==> config.mk <==
export PLATFORM = sky130hd
export DESIGN_NAME = pcma_eq_sequencer_flat
export DESIGN_NICKNAME = d
export VERILOG_FILES = /design/src/rtl/pcma_eq_sequencer_if.sv /design/src/rtl/pcma_eq_sequencer.sv /design/src/flat_wrapper.sv
export SDC_FILE = /design/constraint.sdc
export NUM_CORES = 1
export LEC_CHECK = 0
export BUFFER_PORTS_ARGS = -buffer_cell sky130_fd_sc_hd__buf_2
export CAP_MARGIN = 10
export CORE_ASPECT_RATIO = 0.9
export CORE_UTILIZATION = 44
export DETAILED_ROUTE_END_ITERATION = 16
export PLACE_DENSITY = 0.7
export SETUP_SLACK_MARGIN = 0.3
export SYNTH_ARGS = -nofsm -noshare
export SYNTH_HDL_FRONTEND = slang
export SYNTH_SLANG_ARGS = --single-unit
==> constraint.sdc <==
create_clock -name clk -period 2.5 [get_ports clk]
set_input_delay 0.25 -clock clk [delete_from_list [all_inputs] [get_ports clk]]
set_output_delay 0.25 -clock clk [all_outputs]
set_load 0.01 [all_outputs]
==> src/rtl/pcma_eq_sequencer_if.sv <==
// ============================================================================
// Module      : pcma_eq_sequencer_if
// Description : Host, table-write and compensator-control bundle of the
//               PCMA equalizer start-up sequencer.
// Revision    : 1.0 - initial release
// ============================================================================
`default_nettype none

interface pcma_eq_sequencer_if #(
  parameter int COE_WIDTH     = 16,
  parameter int INV_COE_WIDTH = 8,
  parameter int EQ_LEN        = 19,
  parameter int CNT_WIDTH     = 20
);
  localparam int FCW = COE_WIDTH + INV_COE_WIDTH;
  localparam int AW  = $clog2(EQ_LEN);

  logic                 start;
  logic                 abort;
  logic                 cfg_preset;
  logic                 cfg_track;
  logic [CNT_WIDTH-1:0] cfg_train_len;
  logic [9:0]           cfg_norm_per;
  logic                 coe_wr;
  logic [AW-1:0]        coe_waddr;
  logic [FCW-1:0]       coe_wdata;
  logic                 sym_val;
  logic                 preset_coe;
  logic                 load_coe;
  logic [FCW-1:0]       o_init_coe;
  logic                 teach_en;
  logic [9:0]           norm_per;
  logic                 busy;
  logic                 done;
  logic                 wr_err;
  logic [2:0]           state;

  modport master (
    output start, abort, cfg_preset, cfg_track, cfg_train_len, cfg_norm_per,
    output coe_wr, coe_waddr, coe_wdata, sym_val,
    input  preset_coe, load_coe, o_init_coe, teach_en, norm_per,
    input  busy, done, wr_err, state
  );

  modport slave (
    input  start, abort, cfg_preset, cfg_track, cfg_train_len, cfg_norm_per,
    input  coe_wr, coe_waddr, coe_wdata, sym_val,
    output preset_coe, load_coe, o_init_coe, teach_en, norm_per,
    output busy, done, wr_err, state
  );
endinterface

`default_nettype wire

==> src/rtl/pcma_eq_sequencer.sv <==
// ============================================================================
// Module      : pcma_eq_sequencer
// Description : Start-up sequencer for the PCMA compensator equalizer:
//               preset or coefficient-table load, training, optional tracking.
// Revision    : 1.0 - initial release
// ============================================================================
`default_nettype none

module pcma_eq_sequencer #(
  parameter int COE_WIDTH     = 16,
  parameter int INV_COE_WIDTH = 8,
  parameter int EQ_LEN        = 19,
  parameter int CNT_WIDTH     = 20
) (
  input  wire logic           clk,
  input  wire logic           reset_n,
  pcma_eq_sequencer_if.slave  bus
);
  localparam int FCW = COE_WIDTH + INV_COE_WIDTH;
  localparam int AW  = $clog2(EQ_LEN);
  localparam logic [AW:0] C_K_END = (AW+1)'(EQ_LEN);

  typedef enum logic [2:0] {
    S_IDLE   = 3'd0,
    S_PRESET = 3'd1,
    S_LOAD   = 3'd2,
    S_TRAIN  = 3'd3,
    S_TRACK  = 3'd4
  } state_t;

  state_t               r_state;
  logic [FCW-1:0]       r_table [EQ_LEN];
  logic [AW:0]          r_k;
  logic [CNT_WIDTH-1:0] r_cnt;
  logic [CNT_WIDTH-1:0] r_len;
  logic                 r_track;
  logic [9:0]           r_norm;
  logic                 r_preset;
  logic                 r_load;
  logic [FCW-1:0]       r_init;
  logic                 r_teach;
  logic                 r_busy;
  logic                 r_done;
  logic                 r_wr_err;
  logic                 w_bad_addr;
  logic                 w_train_end;

  assign w_bad_addr  = ({1'b0, bus.coe_waddr} >= C_K_END);
  // A zero training length ends TRAIN on its first cycle without waiting for symbols.
  assign w_train_end = (r_len == '0) ||
                       (bus.sym_val && (r_cnt == (r_len - CNT_WIDTH'(1))));

  always_ff @(posedge clk or negedge reset_n) begin
    if (!reset_n) begin
      r_state  <= S_IDLE;
      r_k      <= '0;
      r_cnt    <= '0;
      r_len    <= '0;
      r_track  <= 1'b0;
      r_norm   <= '0;
      r_preset <= 1'b0;
      r_load   <= 1'b0;
      r_init   <= '0;
      r_teach  <= 1'b0;
      r_busy   <= 1'b0;
      r_done   <= 1'b0;
    end else begin
      r_done <= 1'b0;
      if (bus.abort) begin
        r_state  <= S_IDLE;
        r_busy   <= 1'b0;
        r_preset <= 1'b0;
        r_load   <= 1'b0;
        r_init   <= '0;
        r_teach  <= 1'b0;
        r_k      <= '0;
      end else begin
        case (r_state)
          S_IDLE: begin
            if (bus.start) begin
              r_norm  <= bus.cfg_norm_per;
              r_len   <= bus.cfg_train_len;
              r_track <= bus.cfg_track;
              r_busy  <= 1'b1;
              r_cnt   <= '0;
              if (bus.cfg_preset) begin
                r_state  <= S_PRESET;
                r_preset <= 1'b1;
              end else begin
                r_state <= S_LOAD;
                r_load  <= 1'b1;
                r_init  <= r_table[0];
                r_k     <= (AW+1)'(1);
              end
            end
          end
          S_PRESET: begin
            r_preset <= 1'b0;
            r_state  <= S_TRAIN;
            r_cnt    <= '0;
            r_teach  <= (r_len != '0);
          end
          S_LOAD: begin
            // r_k is the index of the entry presented on the next cycle.
            if (r_k == C_K_END) begin
              r_load  <= 1'b0;
              r_init  <= '0;
              r_k     <= '0;
              r_state <= S_TRAIN;
              r_cnt   <= '0;
              r_teach <= (r_len != '0);
            end else begin
              r_init <= r_table[r_k[AW-1:0]];
              r_k    <= r_k + (AW+1)'(1);
            end
          end
          S_TRAIN: begin
            if (w_train_end) begin
              r_done <= 1'b1;
              if (r_track) begin
                r_state <= S_TRACK;
                r_teach <= 1'b1;
              end else begin
                r_state <= S_IDLE;
                r_teach <= 1'b0;
                r_busy  <= 1'b0;
              end
            end else if (bus.sym_val) begin
              r_cnt <= r_cnt + CNT_WIDTH'(1);
            end
          end
          S_TRACK: begin
            r_teach <= 1'b1;
          end
          default: begin
            r_state <= S_IDLE;
            r_busy  <= 1'b0;
          end
        endcase
      end
    end
  end

  // Coefficient table: writes are refused while it is being streamed out.
  always_ff @(posedge clk or negedge reset_n) begin
    if (!reset_n) begin
      for (int i = 0; i < EQ_LEN; i++) begin
        r_table[i] <= '0;
      end
      r_wr_err <= 1'b0;
    end else begin
      r_wr_err <= 1'b0;
      if (bus.coe_wr) begin
        if ((r_state == S_LOAD) || w_bad_addr) begin
          r_wr_err <= 1'b1;
        end else begin
          r_table[bus.coe_waddr] <= bus.coe_wdata;
        end
      end
    end
  end

  assign bus.preset_coe = r_preset;
  assign bus.load_coe   = r_load;
  assign bus.o_init_coe = r_init;
  assign bus.teach_en   = r_teach;
  assign bus.norm_per   = r_norm;
  assign bus.busy       = r_busy;
  assign bus.done       = r_done;
  assign bus.wr_err     = r_wr_err;
  assign bus.state      = r_state;

endmodule

`default_nettype wire

==> src/flat_wrapper.sv <==
// flat-port wrapper written by rule: the top's interface ports become plain ports
module pcma_eq_sequencer_flat 
#(
  parameter int COE_WIDTH     = 16,
  parameter int INV_COE_WIDTH = 8,
  parameter int EQ_LEN        = 19,
  parameter int CNT_WIDTH     = 20
)
  (clk, reset_n, bus_start, bus_abort, bus_cfg_preset, bus_cfg_track, bus_cfg_train_len, bus_cfg_norm_per, bus_coe_wr, bus_coe_waddr, bus_coe_wdata, bus_sym_val, bus_preset_coe, bus_load_coe, bus_o_init_coe, bus_teach_en, bus_norm_per, bus_busy, bus_done, bus_wr_err, bus_state);
  pcma_eq_sequencer_if #(.COE_WIDTH(COE_WIDTH), .INV_COE_WIDTH(INV_COE_WIDTH), .EQ_LEN(EQ_LEN), .CNT_WIDTH(CNT_WIDTH)) bus_i ();
  input  wire logic clk;
  input  wire logic reset_n;
  input wire logic [$bits(bus_i.start)-1:0] bus_start;
  input wire logic [$bits(bus_i.abort)-1:0] bus_abort;
  input wire logic [$bits(bus_i.cfg_preset)-1:0] bus_cfg_preset;
  input wire logic [$bits(bus_i.cfg_track)-1:0] bus_cfg_track;
  input wire logic [$bits(bus_i.cfg_train_len)-1:0] bus_cfg_train_len;
  input wire logic [$bits(bus_i.cfg_norm_per)-1:0] bus_cfg_norm_per;
  input wire logic [$bits(bus_i.coe_wr)-1:0] bus_coe_wr;
  input wire logic [$bits(bus_i.coe_waddr)-1:0] bus_coe_waddr;
  input wire logic [$bits(bus_i.coe_wdata)-1:0] bus_coe_wdata;
  input wire logic [$bits(bus_i.sym_val)-1:0] bus_sym_val;
  output wire logic [$bits(bus_i.preset_coe)-1:0] bus_preset_coe;
  output wire logic [$bits(bus_i.load_coe)-1:0] bus_load_coe;
  output wire logic [$bits(bus_i.o_init_coe)-1:0] bus_o_init_coe;
  output wire logic [$bits(bus_i.teach_en)-1:0] bus_teach_en;
  output wire logic [$bits(bus_i.norm_per)-1:0] bus_norm_per;
  output wire logic [$bits(bus_i.busy)-1:0] bus_busy;
  output wire logic [$bits(bus_i.done)-1:0] bus_done;
  output wire logic [$bits(bus_i.wr_err)-1:0] bus_wr_err;
  output wire logic [$bits(bus_i.state)-1:0] bus_state;
  assign bus_i.start = bus_start;
  assign bus_i.abort = bus_abort;
  assign bus_i.cfg_preset = bus_cfg_preset;
  assign bus_i.cfg_track = bus_cfg_track;
  assign bus_i.cfg_train_len = bus_cfg_train_len;
  assign bus_i.cfg_norm_per = bus_cfg_norm_per;
  assign bus_i.coe_wr = bus_coe_wr;
  assign bus_i.coe_waddr = bus_coe_waddr;
  assign bus_i.coe_wdata = bus_coe_wdata;
  assign bus_i.sym_val = bus_sym_val;
  assign bus_preset_coe = bus_i.preset_coe;
  assign bus_load_coe = bus_i.load_coe;
  assign bus_o_init_coe = bus_i.o_init_coe;
  assign bus_teach_en = bus_i.teach_en;
  assign bus_norm_per = bus_i.norm_per;
  assign bus_busy = bus_i.busy;
  assign bus_done = bus_i.done;
  assign bus_wr_err = bus_i.wr_err;
  assign bus_state = bus_i.state;
  pcma_eq_sequencer #(.COE_WIDTH(COE_WIDTH), .INV_COE_WIDTH(INV_COE_WIDTH), .EQ_LEN(EQ_LEN), .CNT_WIDTH(CNT_WIDTH)) u_core (.clk(clk), .reset_n(reset_n), .bus(bus_i));
endmodule
Yosys cells after proc, flatten, opt, wreduce, memory -nomap -nowiden
Cells that the tools add are included.

Bits in registers: 546. Bits of input ports: 67. Output and inout port bits: 43. Word-level logic and storage cells: 134.

Add/subtract/negate cells: 3. Magnitude comparators: 4. Equality and inequality tests: 18. Mux-type cells: 52. Bitwise logic cells: 4. Reductions and logical operators: 21.

Operator list (number): $bwmux 456 (1); $mux 24 (7); $bmux 24 s5 (1); $demux 24 s5 (1); $mux 20 (4); $pmux 20 s4 (1); $pmux 24 s2 (1); $mux 6 (4); $add 20x1->20 const B (1); $eq 20x20->1 (1); $logic_not 20->1 (1); $mux 1 (20); $reduce_bool 20->1 (1); $sub 20x1->20 const B (1); $mux 3 (5); $pmux 3 s5 (1); $ge 6x6->1 const B (2); $ne 3x3->1 const B (4); $not 5->6 (2); $pmux 6 s2 (1); $reduce_and 3->1 (4); $reduce_and 4->1 (3); $ne 2x2->1 const B (4); $add 6x1->6 const B (1); other kinds (22) (30).

Longest topological paths before layout
Gate-level depths: netlist of run 1.

Depth after elaboration: 7. Depth in mapped cells: 11. Depth with buffers taken out: 10.

Least setup slack after synthesis of run 1
No wires, ideal clock.

Kind: reg2reg. From: register u_core.r_k[0]. To: register u_core.r_init[10], in the netlist u_core.bus.o_init_coe[10]. Setup time: 0.133 ns. Arrival time: 2.596 ns. Required time: 2.367 ns. Slack: -0.229 ns. Stages on the path, launching flop included: 9. Path buffers: 3. Clock period less this slack: 2.729 ns. Cells stage by stage: dfrtp_1 -> clkbuf_1 -> clkbuf_1 -> buf_2 -> mux4_2 -> mux4_2 -> nor2b_1 -> a21oi_1 -> o21ai_0.

Word-level cells in the longest chain between the ends: 7. Elaborated cells on any way between the ends: 8. Classes of those cells: 1 x eq/ne; 6 x mux; 1 x bitwise.

RTL lines: start: declaration (RTL line pcma_eq_sequencer.sv:33) `logic [AW:0] r_k;`; start signal: assignment (RTL line pcma_eq_sequencer.sv:93) `r_k <= (AW+1)'(1);`; start signal: assignment (RTL line pcma_eq_sequencer.sv:114) `r_k <= r_k + (AW+1)'(1);`; $not 5->6 (implied by the code) (RTL line pcma_eq_sequencer.sv:113) `r_init <= r_table[r_k[AW-1:0]];`; $bmux 24 s5 (RTL line pcma_eq_sequencer.sv:113); $mux 24 (implied by the code) (2 in a row) (RTL line pcma_eq_sequencer.sv:113); $mux 24 (*) (RTL line pcma_eq_sequencer.sv:105) `if (r_k == C_K_END) begin`; $pmux 24 s2 (*) (RTL line pcma_eq_sequencer.sv:78) `case (r_state)`; $mux 24 (*) (RTL line pcma_eq_sequencer.sv:69) `if (bus.abort) begin`; end signal: assignment (RTL line pcma_eq_sequencer.sv:92) `r_init <= r_table[0];`; end signal: assignment (RTL line pcma_eq_sequencer.sv:113); end: declaration (RTL line pcma_eq_sequencer.sv:40) `logic [FCW-1:0] r_init;`.

Mark *: on every way between the ends. The rest lies on a longest branch, timed or not. The select of a mux whose other input is x is not followed. A chain may end at the register's enable or synchronous reset.

Worst setup path after layout of run 1
From: register u_core.r_len[3]. To: register u_core.r_cnt[9].

Word-level cells in the longest chain between the ends: 6. Elaborated cells on any way between the ends: 7. Classes of those cells: 1 x add/sub; 2 x eq/ne; 4 x reduce/logical.

RTL lines: start: declaration (RTL line pcma_eq_sequencer.sv:35) `logic [CNT_WIDTH-1:0] r_len;`; start signal: assignment (RTL line pcma_eq_sequencer.sv:82) `r_len <= bus.cfg_train_len;`; $sub 20x1->20 (RTL line pcma_eq_sequencer.sv:51) `(bus.sym_val && (r_cnt == (r_len - CNT_WIDTH'(1))));`; $eq 20x20->1 (RTL line pcma_eq_sequencer.sv:51); $logic_and 1x1->1 (RTL line pcma_eq_sequencer.sv:51); $logic_or 1x1->1 (*) (RTL line pcma_eq_sequencer.sv:50) `assign w_train_end = (r_len == '0) ||`; $ne 2x2->1 (no source line) (*); $reduce_and 6->1 (no source line) (*); end signal: assignment (RTL line pcma_eq_sequencer.sv:129) `r_cnt <= r_cnt + CNT_WIDTH'(1);`; end: declaration (RTL line pcma_eq_sequencer.sv:34) `logic [CNT_WIDTH-1:0] r_cnt;`.

Mark *: on every way between the ends. The rest lies on a longest branch, timed or not.

==> results.py, run 1 <==
metrics = {
    "global_route": {
        "grt.overflow.total": 0,
        "grt_pass1_vias": 17600,
        "grt_max_degree": 110,
        "grt_pass1_wl_mm": 107,
        "track_usage_pct": 23.7,
        "antenna_found_initial": 2,
    },
    "critical_path": {
        "cp.required_ns": 3.04,
        "end_kind": "flip-flop",
        "crit_arrival_ns": 3.38,
        "rrSetupSlack_ns": -0.35,
        "cp_max_fo": 8,
        "cp-start-kind": "flip-flop",
        "path_class": "flip-flop to flip-flop",
    },
    "drt": {
        "num_vias": 16800,
        "drc": 0,
        "postRouteAntennaNets": 0,
        "vias_per_cell": 5.85,
        "first_pass_iters": 5,
        "routedWlPerCell_um": 24.2,
        "routed_wl_mm": 69.4,
        "drtIter0Drc": 1468,
    },
    "synthesis": {
        "synth_area_leaders": "dfrtp_1 53%, mux2_2 21%, mux4_2 11%, clkbuf_1 1.7%, o21ai_0 1.3%",
        "synth-seq-area-share_pct": 53.3,
        "synth_ff_type": "dfrtp_1",
        "avgSynthCellArea_um2": 14.0,
        "yosysUniqueCellTypes": 73,
        "yosysTopAreaCellShare_pct": 53.3,
        "syn_nets": 1898,
        "yosysWarningCount": 0,
        "synth_edf_count": 0,
        "synth_async_sr_flop_share_pct": 100,
        "synth_top_area_cell": "dfrtp_1",
        "synth-seq-cells": 546,
        "synth_area_um2": 25700,
        "synth_cells": 1827,
    },
    "pwr": {
        "total_leakage_power_nw": 14.3,
        "p_total_mw": 24.7,
        "power_density_nw_per_um2": 780,
        "worst_ir_drop_vdd_uv": 622,
    },
    "sta": {
        "final_hold_viol_count": 0,
        "whs_ns": 0.0857,
        "skew_ns": 0.0221,
        "setup_tns_ns": -6.38,
        "worst_slack_ns": -0.345,
        "period_share_pct": 114,
        "rsz0062_at_grt": "yes",
        "clock.fmax_mhz": 351,
        "setup_violations": 27,
        "drv_slew": 0,
        "min_period_ns": 2.85,
        "slew_headroom_pct": 40.5,
        "tightest_slew_ns": 0.893,
    },
    "clock_tree": {
        "root_buffer": "clkbuf_16",
        "cts_tree": "yes",
        "cts_max_level": 2,
        "cts-buffers-inserted": 56,
        "clk_pin_slew_ns": 0.06,
        "clock-sinks": 546,
        "max-clock-path-buffers": 3,
        "clk_latency_ns": 0.62,
    },
    "layout": {
        "antenna_cells": 0,
        "instances_no_fill": 2869,
        "stdcell_area_um2": 31700,
        "most-common-layout-cells": "540 x dfrtp_1, 488 x mux2_2, 120 x mux4_2",
        "final_util_pct": 55.3,
        "layout_commonest_cell": "dfrtp_1",
        "syn_to_final_growth_pct": 23.5,
        "fillers": 4532,
        "final_nets": 2128,
        "drive_gt1_share_pct": 53.0,
    },
    "min_path": {
        "hold_path_class": "input port to async pin",
    },
    "floorplan": {
        "die_area_um2": 59300,
        "die_w_um": 257,
        "core-area_um2": 57300,
        "rows": 83,
        "start_util_pct": 44.8,
        "die_y_um": 231,
        "num_io_pins": 110,
    },
    "placement": {
        "hpwl_mm": 40.6,
        "port_buffers": 109,
        "place_area_um2": 28000,
        "post-place-cells": 2674,
        "gp_congestion": 0.871,
        "dp_worst_setup_slack_ns": -0.331,
    },
    "job": {
        "max_cap_violations": 0,
    },
    "outcome": {
        "violations": "setup timing",
        "status": "finished, violations left",
    },
}
## area by class of cell
| cell class | instances | area, um^2 | area share (%) |
|---|---|---|---|
| repair buffers | 333 | 3150 | 9.93 |
| flip-flops and latches | 546 | 13700 | 43.2 |
| clock buffers | 78 | 1620 | 5.12 |
| multi-input cells | 1106 | 11800 | 37.4 |
| inverters | 14 | 52.6 | 0.166 |
| well taps | 765 | 957 | 3.02 |
| clock inverters | 27 | 387 | 1.22 |
## metal layers
| metal | routed length, um | share of wire [%] | vias to the layer above | global-route usage (%) |
|---|---|---|---|---|
| li1 | - | - | 7191 | - |
| met1 | 30800 | 44 | 8934 | 33.9 |
| met2 | 32700 | 47 | 538 | 37.3 |
| met3 | 4150 | 6.0 | 127 | 4.01 |
| met4 | 1740 | 2.5 | 4 | 6.81 |
| met5 | 31 | 0.045 | - | 0 |
## logic make-up after synthesis
group                    share of synthesized area [%]
buffers and inverters                             2.71
flip-flops                                        53.3
AND/OR/NAND/NOR                                   5.52
adder cells (fa/ha/maj)                          0.195
AO/OA/AOI/OAI                                     4.53
multiplexers                                      33.0
XOR/XNOR                                         0.785
## worst max-delay path, stage by stage (launching register included)
cell and delay [ns]:
dfrtp_2 0.43, or4_4 0.58, o311ai_4 0.32, o41ai_4 0.14
o21ai_2 0.10, a2111oi_4 0.08, buf_4 0.16, a21o_4 0.24
buf_6 0.14, or4_1 0.50, nand3_1 0.10
## worst paths after layout
path | from | endpoint | depth (start not counted)
max in group asynchronous | reset_n | u_core.r_table[377] | 3
worst max-delay path | u_core.r_len[3] | u_core.r_cnt[9] | 10
worst max register to register | u_core.r_len[3] | u_core.r_cnt[9] | 10
worst min register to register | u_core.r_table[277] | u_core.r_table[277] | 1
worst min-delay path | reset_n | u_core.r_table[130] | 2
min in group clk | bus_coe_waddr[4] | u_core.bus.wr_err | 4
## power by group
part	internal (mW)	switching (mW)
logic	2.82	1.97
registers	10.1	0.753
clock network	5.47	3.64
## registers in the layout, summed over array words and instances, names as in the netlist
register               flops
u_core.bus.o_init_coe     24
u_core.bus.busy            1
u_core.r_k                 6
u_core.bus.load_coe        1
u_core.r_len              20
u_core.r_track             1
u_core.bus.norm_per       10
u_core.r_cnt              20
u_core.bus.wr_err          1
u_core.bus.done            1
u_core.bus.teach_en        1
u_core.r_table           456
u_core.bus.state           3
u_core.bus.preset_coe      1
## synth_stat cells (2+ instances only)
cell / number
and2_1: 3
dfrtp_1: 546
or2_2: 3
mux2_2: 488
or3_1: 11
and3_1: 7
nor4_4: 2
o211ai_1: 9
and3b_1: 2
mux2i_1: 27
nand2b_1: 6
inv_1: 14
buf_6: 2
buf_2: 15
a21o_1: 7
nor3b_1: 3
xnor2_1: 13
ha_1: 4
or3b_2: 2
a31oi_1: 3
mux4_2: 120
nor4_1: 5
nor4_2: 2
a211oi_1: 4
nor2_1: 33
buf_1: 30
a22oi_1: 23
nand4_1: 5
a21oi_2: 3
nor3_1: 20
nand3_1: 33
nand2_1: 72
xor2_1: 10
a211o_1: 3
clkbuf_1: 115
o21ai_0: 68
a221oi_1: 2
or4_1: 6
a21oi_1: 40
o21ai_1: 2
nor2b_1: 32
## what timing repair did
item                                   4_1_cts  5_1_grt
hold buffers                                35        0
cloned                                      11        1
endpoints found under the hold margin      558        0
setup buffers                               30       13
setup endpoints to repair                   70      174
pin swaps                                   16       27
resized for setup                          112       55
(Power assumes the default switching activity.)
==> inputs of run 2 (changes only) <==
--- a/config.mk
+++ b/config.mk
@@ -12,6 +12,7 @@
 export DETAILED_ROUTE_END_ITERATION = 16
 export PLACE_DENSITY = 0.7
 export SETUP_SLACK_MARGIN = 0.3
+export SKIP_LAST_GASP = 1
 export SYNTH_ARGS = -nofsm -noshare
 export SYNTH_HDL_FRONTEND = slang
 export SYNTH_SLANG_ARGS = --single-unit
==> run 2 against run 1 <==
The run still ends with setup timing left; critical path depth unchanged; via count increased by 0.74%; utilization hardly changed; fmax increased by 0.15%; critical path type unchanged; largest cell class unchanged; setup slack better by 0.0044 ns; non-clock buffer count did not move.
==> results.py, run 2 (synthesis gave the netlist of run 1 again) <==
metrics = {
    "placement": {
        "dp_worst_setup_slack_ns": -0.331,
        "hpwl_mm": 40.6,
        "place_area_um2": 28000,
        "port_buffers": 109,
        "gp_congestion": 0.871,
    },
    "sta": {
        "min_period_ns": 2.84,
        "clock.fmax_mhz": 352,
        "rsz0062_at_grt": "yes",
        "final_hold_viol_count": 0,
        "whs_ns": 0.0876,
        "drv_slew": 0,
        "setup_violations": 28,
        "slew_headroom_pct": 40.4,
        "setup_tns_ns": -6.47,
        "period_share_pct": 114,
        "skew_ns": 0.0171,
        "worst_slack_ns": -0.341,
        "tightest_slew_ns": 0.894,
    },
    "layout": {
        "regMostFlops": "u_core.r_table",
        "final_nets": 2128,
        "most-common-layout-cells": "540 x dfrtp_1, 488 x mux2_2, 120 x mux4_2",
        "stdcell_area_um2": 31700,
        "fillers": 4537,
        "final_util_pct": 55.3,
        "syn_to_final_growth_pct": 23.5,
        "drive_gt1_share_pct": 53.0,
        "layout_commonest_cell": "dfrtp_1",
        "largest_reg_flops": 456,
    },
    "critical_path": {
        "worst_setup_path_startpoint": "u_core.r_len[3]",
        "cp.required_ns": 3.05,
        "end_kind": "flip-flop",
        "r2r-end": "u_core.r_cnt[9]",
        "path_class": "flip-flop to flip-flop",
        "endpoint": "u_core.r_cnt[9]",
        "cp-start-kind": "flip-flop",
        "crit_arrival_ns": 3.39,
        "rrSetupSlack_ns": -0.34,
        "timing.rr.start": "u_core.r_len[3]",
        "rr_worst_depth": 10,
        "cp_max_fo": 8,
    },
    "pwr": {
        "clockPowerShare_pct": 36.8,
        "pwr-share-comb_pct": 19.4,
        "worst_ir_drop_vdd_uv": 621,
        "seqPwrFrac_pct": 43.8,
        "p_sw_share_pct": 25.7,
        "power_density_nw_per_um2": 780,
        "p_int_mw": 18.4,
        "total_leakage_power_nw": 14.3,
        "switchingPower_mw": 6.36,
    },
    "job": {
        "max_cap_violations": 0,
    },
    "clock_tree": {
        "root_buffer": "clkbuf_16",
        "clk_latency_ns": 0.62,
        "cts-buffers-inserted": 56,
        "max-clock-path-buffers": 3,
        "clock-sinks": 546,
        "cts_tree": "yes",
        "cts_max_level": 2,
        "clk_pin_slew_ns": 0.06,
    },
    "drt": {
        "routed_wl_mm": 69.4,
        "num_vias": 16900,
        "postRouteAntennaNets": 0,
        "drc": 0,
        "vias_per_cell": 5.89,
        "drtIter0Drc": 1533,
        "routedWlPerCell_um": 24.2,
        "first_pass_iters": 5,
    },
    "floorplan": {
        "die_w_um": 257,
        "die_area_um2": 59300,
        "start_util_pct": 44.8,
        "num_io_pins": 110,
        "die_y_um": 231,
        "rows": 83,
        "core-area_um2": 57300,
    },
    "outcome": {
        "violations": "setup timing",
        "status": "finished, violations left",
    },
    "global_route": {
        "antenna_found_initial": 2,
        "grt_pass1_wl_mm": 107,
        "grt_pass1_vias": 17600,
        "track_usage_pct": 23.6,
        "grt_max_degree": 110,
        "grt.overflow.total": 0,
    },
    "min_path": {
        "hold_path_class": "input port to async pin",
    },
}
-- run 2: layer usage --
metal,share of wire (%),wire [um],vias to the layer above,track usage [%]
li1,-,-,7198,-
met3,5.9,4070,130,3.93
met4,2.5,1750,2,6.58
met1,44,30800,9064,34.0
met5,0.024,17,-,0
met2,47,32700,524,37.2
-- run 2: power by group through the flow --
| stage | Sequential (mW) | Combinational, mW | Clock, mW |
|---|---|---|---|
| floorplan | 10.8 | 2.78 | 0 |
| global placement | 10.9 | 3.86 | 0 |
| detailed placement | 11.0 | 3.99 | 0 |
| CTS | 10.8 | 4.58 | 9.25 |
| global route | 11.0 | 5.14 | 9.60 |
| finish | 10.8 | 4.79 | 9.11 |
-- run 2: final cells by class --
cell class	count	area, um^2	share of cell area [%]
inverters	14	52.6	0.166
diodes	1	2.50	0.00790
flip-flops and latches	546	13700	43.1
clock buffers	78	1620	5.12
clock inverters	27	387	1.22
well taps	765	957	3.02
multi-input cells	1106	11900	37.4
repair buffers	333	3140	9.92
-- run 2: worst min path at each step --
| stage | cells past startpoint | slack [ns] | from | end |
|---|---|---|---|---|
| final | 2 | 0.09 | reset_n | u_core.r_table[130] |
| after global routing | 2 | 0.12 | reset_n | u_core.r_table[154] |
| after CTS | 5 | 0.05 | bus_coe_waddr[0] | u_core.bus.wr_err |
| after detailed placement | 1 | 0.14 | reset_n | u_core.r_table[297] |
| after global placement | 1 | 0.14 | reset_n | u_core.r_table[297] |
| after floorplan | 0 | -0.05 | reset_n | u_core.bus.busy |
-- run 2: critical path, stage by stage, from the launching register on --
cell,delay (ns)
dfrtp_2,0.43
or4_4,0.58
o311ai_4,0.32
o41ai_4,0.14
o21ai_2,0.09
a2111oi_4,0.08
buf_4,0.16
a21o_4,0.24
buf_6,0.14
or4_1,0.50
nand3_1,0.10
-- run 2: metrics by stage --
stage	total power, mW	instances
after floorplan	13.5	1827
after global placement	14.7	2674
after detailed placement	14.9	2674
after CTS	24.6	2855
after global routing	25.7	2869
final	24.7	2870
-- run 2: timing repair --
action,CTS,global route
endpoints found under the setup margin,70,298
gates resized for setup,93,74
pin swaps,15,29
endpoints found under the hold margin,558,0
gates cloned,11,1
setup buffers,30,13
hold buffers,35,0
==> inputs of run 3 (changes only) <==
--- a/config.mk
+++ b/config.mk
@@ -10,7 +10,7 @@
 export CORE_ASPECT_RATIO = 0.9
 export CORE_UTILIZATION = 44
 export DETAILED_ROUTE_END_ITERATION = 16
-export PLACE_DENSITY = 0.7
+export PLACE_DENSITY = 0.68
 export SETUP_SLACK_MARGIN = 0.3
 export SKIP_LAST_GASP = 1
 export SYNTH_ARGS = -nofsm -noshare
==> constraint.sdc (replaced) <==
create_clock -name clk -period 3.2 [get_ports clk]
set_input_delay 0.32 -clock clk [delete_from_list [all_inputs] [get_ports clk]]
set_output_delay 0.32 -clock clk [all_outputs]
set_load 0.01 [all_outputs]
==> run 3 against run 2 <==
Combinational power shrank 38%; sequential power down 21%; first-iteration DRC count fell by 22%; setup slack better by 0.70 ns; largest cell class unchanged; wire length is 5.7% lower; clock skew grew 0.0076 ns; register-to-register slack gained 0.70 ns; clock power shrank 28%; the run now ends clean; cell count decreased by 4.3%; global-route usage fell by 0.98 points; sequential share of layout area up 2.8 points; fmax hardly changed.
==> results.py, run 3 (synthesis gave the netlist of run 1 again) <==
metrics = {
    "outcome": {
        "status": "completed",
    },
    "sta": {
        "setup_tns_ns": 0,
        "rsz0062_at_grt": "yes",
        "skew_ns": 0.0247,
        "setup_violations": 0,
        "slew_headroom_pct": 48.9,
        "period_share_pct": 88.7,
        "clock.fmax_mhz": 352,
        "final_hold_viol_count": 0,
        "drv_slew": 0,
        "tightest_slew_ns": 0.766,
        "min_period_ns": 2.84,
    },
    "critical_path": {
        "cp_max_fo": 10,
        "worstPathCellList": "or4_4 > nor3_2 > a211oi_1 > a21oi_2 > a2111oi_4 > buf_6 > a211o_4 > or3_1 > a21oi_2",
        "end_kind": "flip-flop",
        "critPathSlowestCell": "or4_4",
        "crit_arrival_ns": 3.37,
        "path_class": "flip-flop to flip-flop",
        "cp-start-kind": "flip-flop",
        "cp.required_ns": 3.73,
        "path_common_cell": "a21oi_2",
        "slowest_delay_ns": 0.62,
    },
    "global_route": {
        "antenna_found_initial": 2,
        "grt_max_degree": 114,
        "track_usage_pct": 22.7,
        "grt_pass1_wl_mm": 103,
        "grt.overflow.total": 0,
        "grt_pass1_vias": 17100,
    },
    "layout": {
        "final_nets": 2016,
        "seq_area_um2": 13700,
        "final_util_pct": 52.0,
        "stdcell_area_um2": 29800,
        "instances_no_fill": 2747,
        "antenna_cells": 0,
        "most-common-layout-cells": "540 x dfrtp_1, 488 x mux2_2, 120 x mux4_2",
        "multi_input_area_um2": 11500,
        "fillers": 4747,
        "largest_reg_flops": 456,
        "regMostFlops": "u_core.r_table",
        "drive_gt1_share_pct": 47.4,
        "syn_to_final_growth_pct": 16.1,
        "layout_commonest_cell": "dfrtp_1",
    },
    "floorplan": {
        "die_area_um2": 59300,
        "rows": 83,
        "start_util_pct": 44.8,
        "die_w_um": 257,
        "num_io_pins": 110,
        "die_y_um": 231,
        "core-area_um2": 57300,
    },
    "drt": {
        "postRouteAntennaNets": 0,
        "num_vias": 16200,
        "first_pass_iters": 5,
        "drtIter0Drc": 1189,
        "vias_per_cell": 5.91,
        "routedWlPerCell_um": 23.8,
        "drc": 0,
        "routed_wl_mm": 65.4,
    },
    "pwr": {
        "worst_ir_drop_vdd_uv": 401,
        "seqPwrFrac_pct": 47.1,
        "pwr-share-comb_pct": 16.4,
        "p_int_mw": 13.4,
        "p_sw_share_pct": 25.7,
        "p_total_mw": 18.1,
        "total_leakage_power_nw": 13.4,
        "power_density_nw_per_um2": 606,
        "clockPowerShare_pct": 36.5,
        "switchingPower_mw": 4.64,
    },
    "clock_tree": {
        "clock-sinks": 546,
        "max-clock-path-buffers": 3,
        "root_buffer": "clkbuf_16",
        "cts_max_level": 2,
        "cts_tree": "yes",
        "clk_latency_ns": 0.63,
        "cts-buffers-inserted": 57,
        "clk_pin_slew_ns": 0.06,
    },
    "placement": {
        "hpwl_mm": 37.9,
        "place_area_um2": 27400,
        "gp_congestion": 0.828,
        "post-place-cells": 2603,
        "port_buffers": 109,
    },
    "min_path": {
        "hold_path_class": "input port to flip-flop",
    },
    "job": {
        "max_cap_violations": 0,
    },
}
run 3: cell type report:
| cell class | instances | share of cell area [%] |
|---|---|---|
| clock inverter | 17 | 0.794 |
| clock buffer | 79 | 5.34 |
| multi-input combinational | 1106 | 38.8 |
| sequential | 546 | 45.9 |
| tap | 765 | 3.21 |
| inverter | 14 | 0.176 |
| timing repair buffer | 220 | 5.81 |
run 3: worst paths after layout:
check	from	endpoint	slack, ns	cells after the start
worst max-delay path	u_core.r_len[5]	u_core.r_cnt[18]	0.36	9
worst min-delay path	bus_abort	u_core.bus.state[2]	0.07	2
worst max register to register	u_core.r_len[5]	u_core.r_cnt[18]	0.36	9
worst min register to register	u_core.r_table[199]	u_core.r_table[199]	0.50	1
max in group asynchronous	reset_n	u_core.r_table[422]	1.83	4
min in group asynchronous	reset_n	u_core.r_cnt[6]	0.21	2
run 3: critical path, delay by kind of cell (launching register included):
kind | cells | cell delay (ns)
compound gates | 5 | 0.91
buf+inv | 1 | 0.16
flops | 1 | 0.48
simple gates | 3 | 1.21
run 3: stage by stage:
step	worst slack [ns]	hold WS, ns
final	0.362	0.0669
after floorplan	0.471	0.0244
after detailed placement	0.149	0.259
after global routing	0.284	0.0752
after CTS	0.304	0.0258
after global placement	0.235	0.257
run 3: power groups by stage:
stage | Combinational, mW | Sequential, mW | Clock [mW]
floorplan | 2.12 | 8.40 | 0
CTS | 2.93 | 8.48 | 6.70
finish | 2.96 | 8.51 | 6.59
global route | 3.22 | 8.63 | 6.97
global placement | 2.77 | 8.52 | 0
detailed placement | 2.85 | 8.60 | 0
run 3: what timing repair did:
| action | 4_1_cts | 5_1_grt |
|---|---|---|
| gates resized for setup | 5 | 24 |
| pin swaps | 2 | 9 |
| cloned | 1 | 0 |
| hold endpoints to repair | 79 | 0 |
| setup buffers | 7 | 8 |
| setup endpoints to repair | 25 | 26 |
| hold buffers | 32 | 0 |
run 3: metal layers:
metal	track usage, %	vias up	share of wire [%]
li1	-	6976	-
met1	31.2	8684	44
met2	36.8	441	49
met3	3.30	137	4.7
met4	8.04	0	3.2
met5	0	-	0
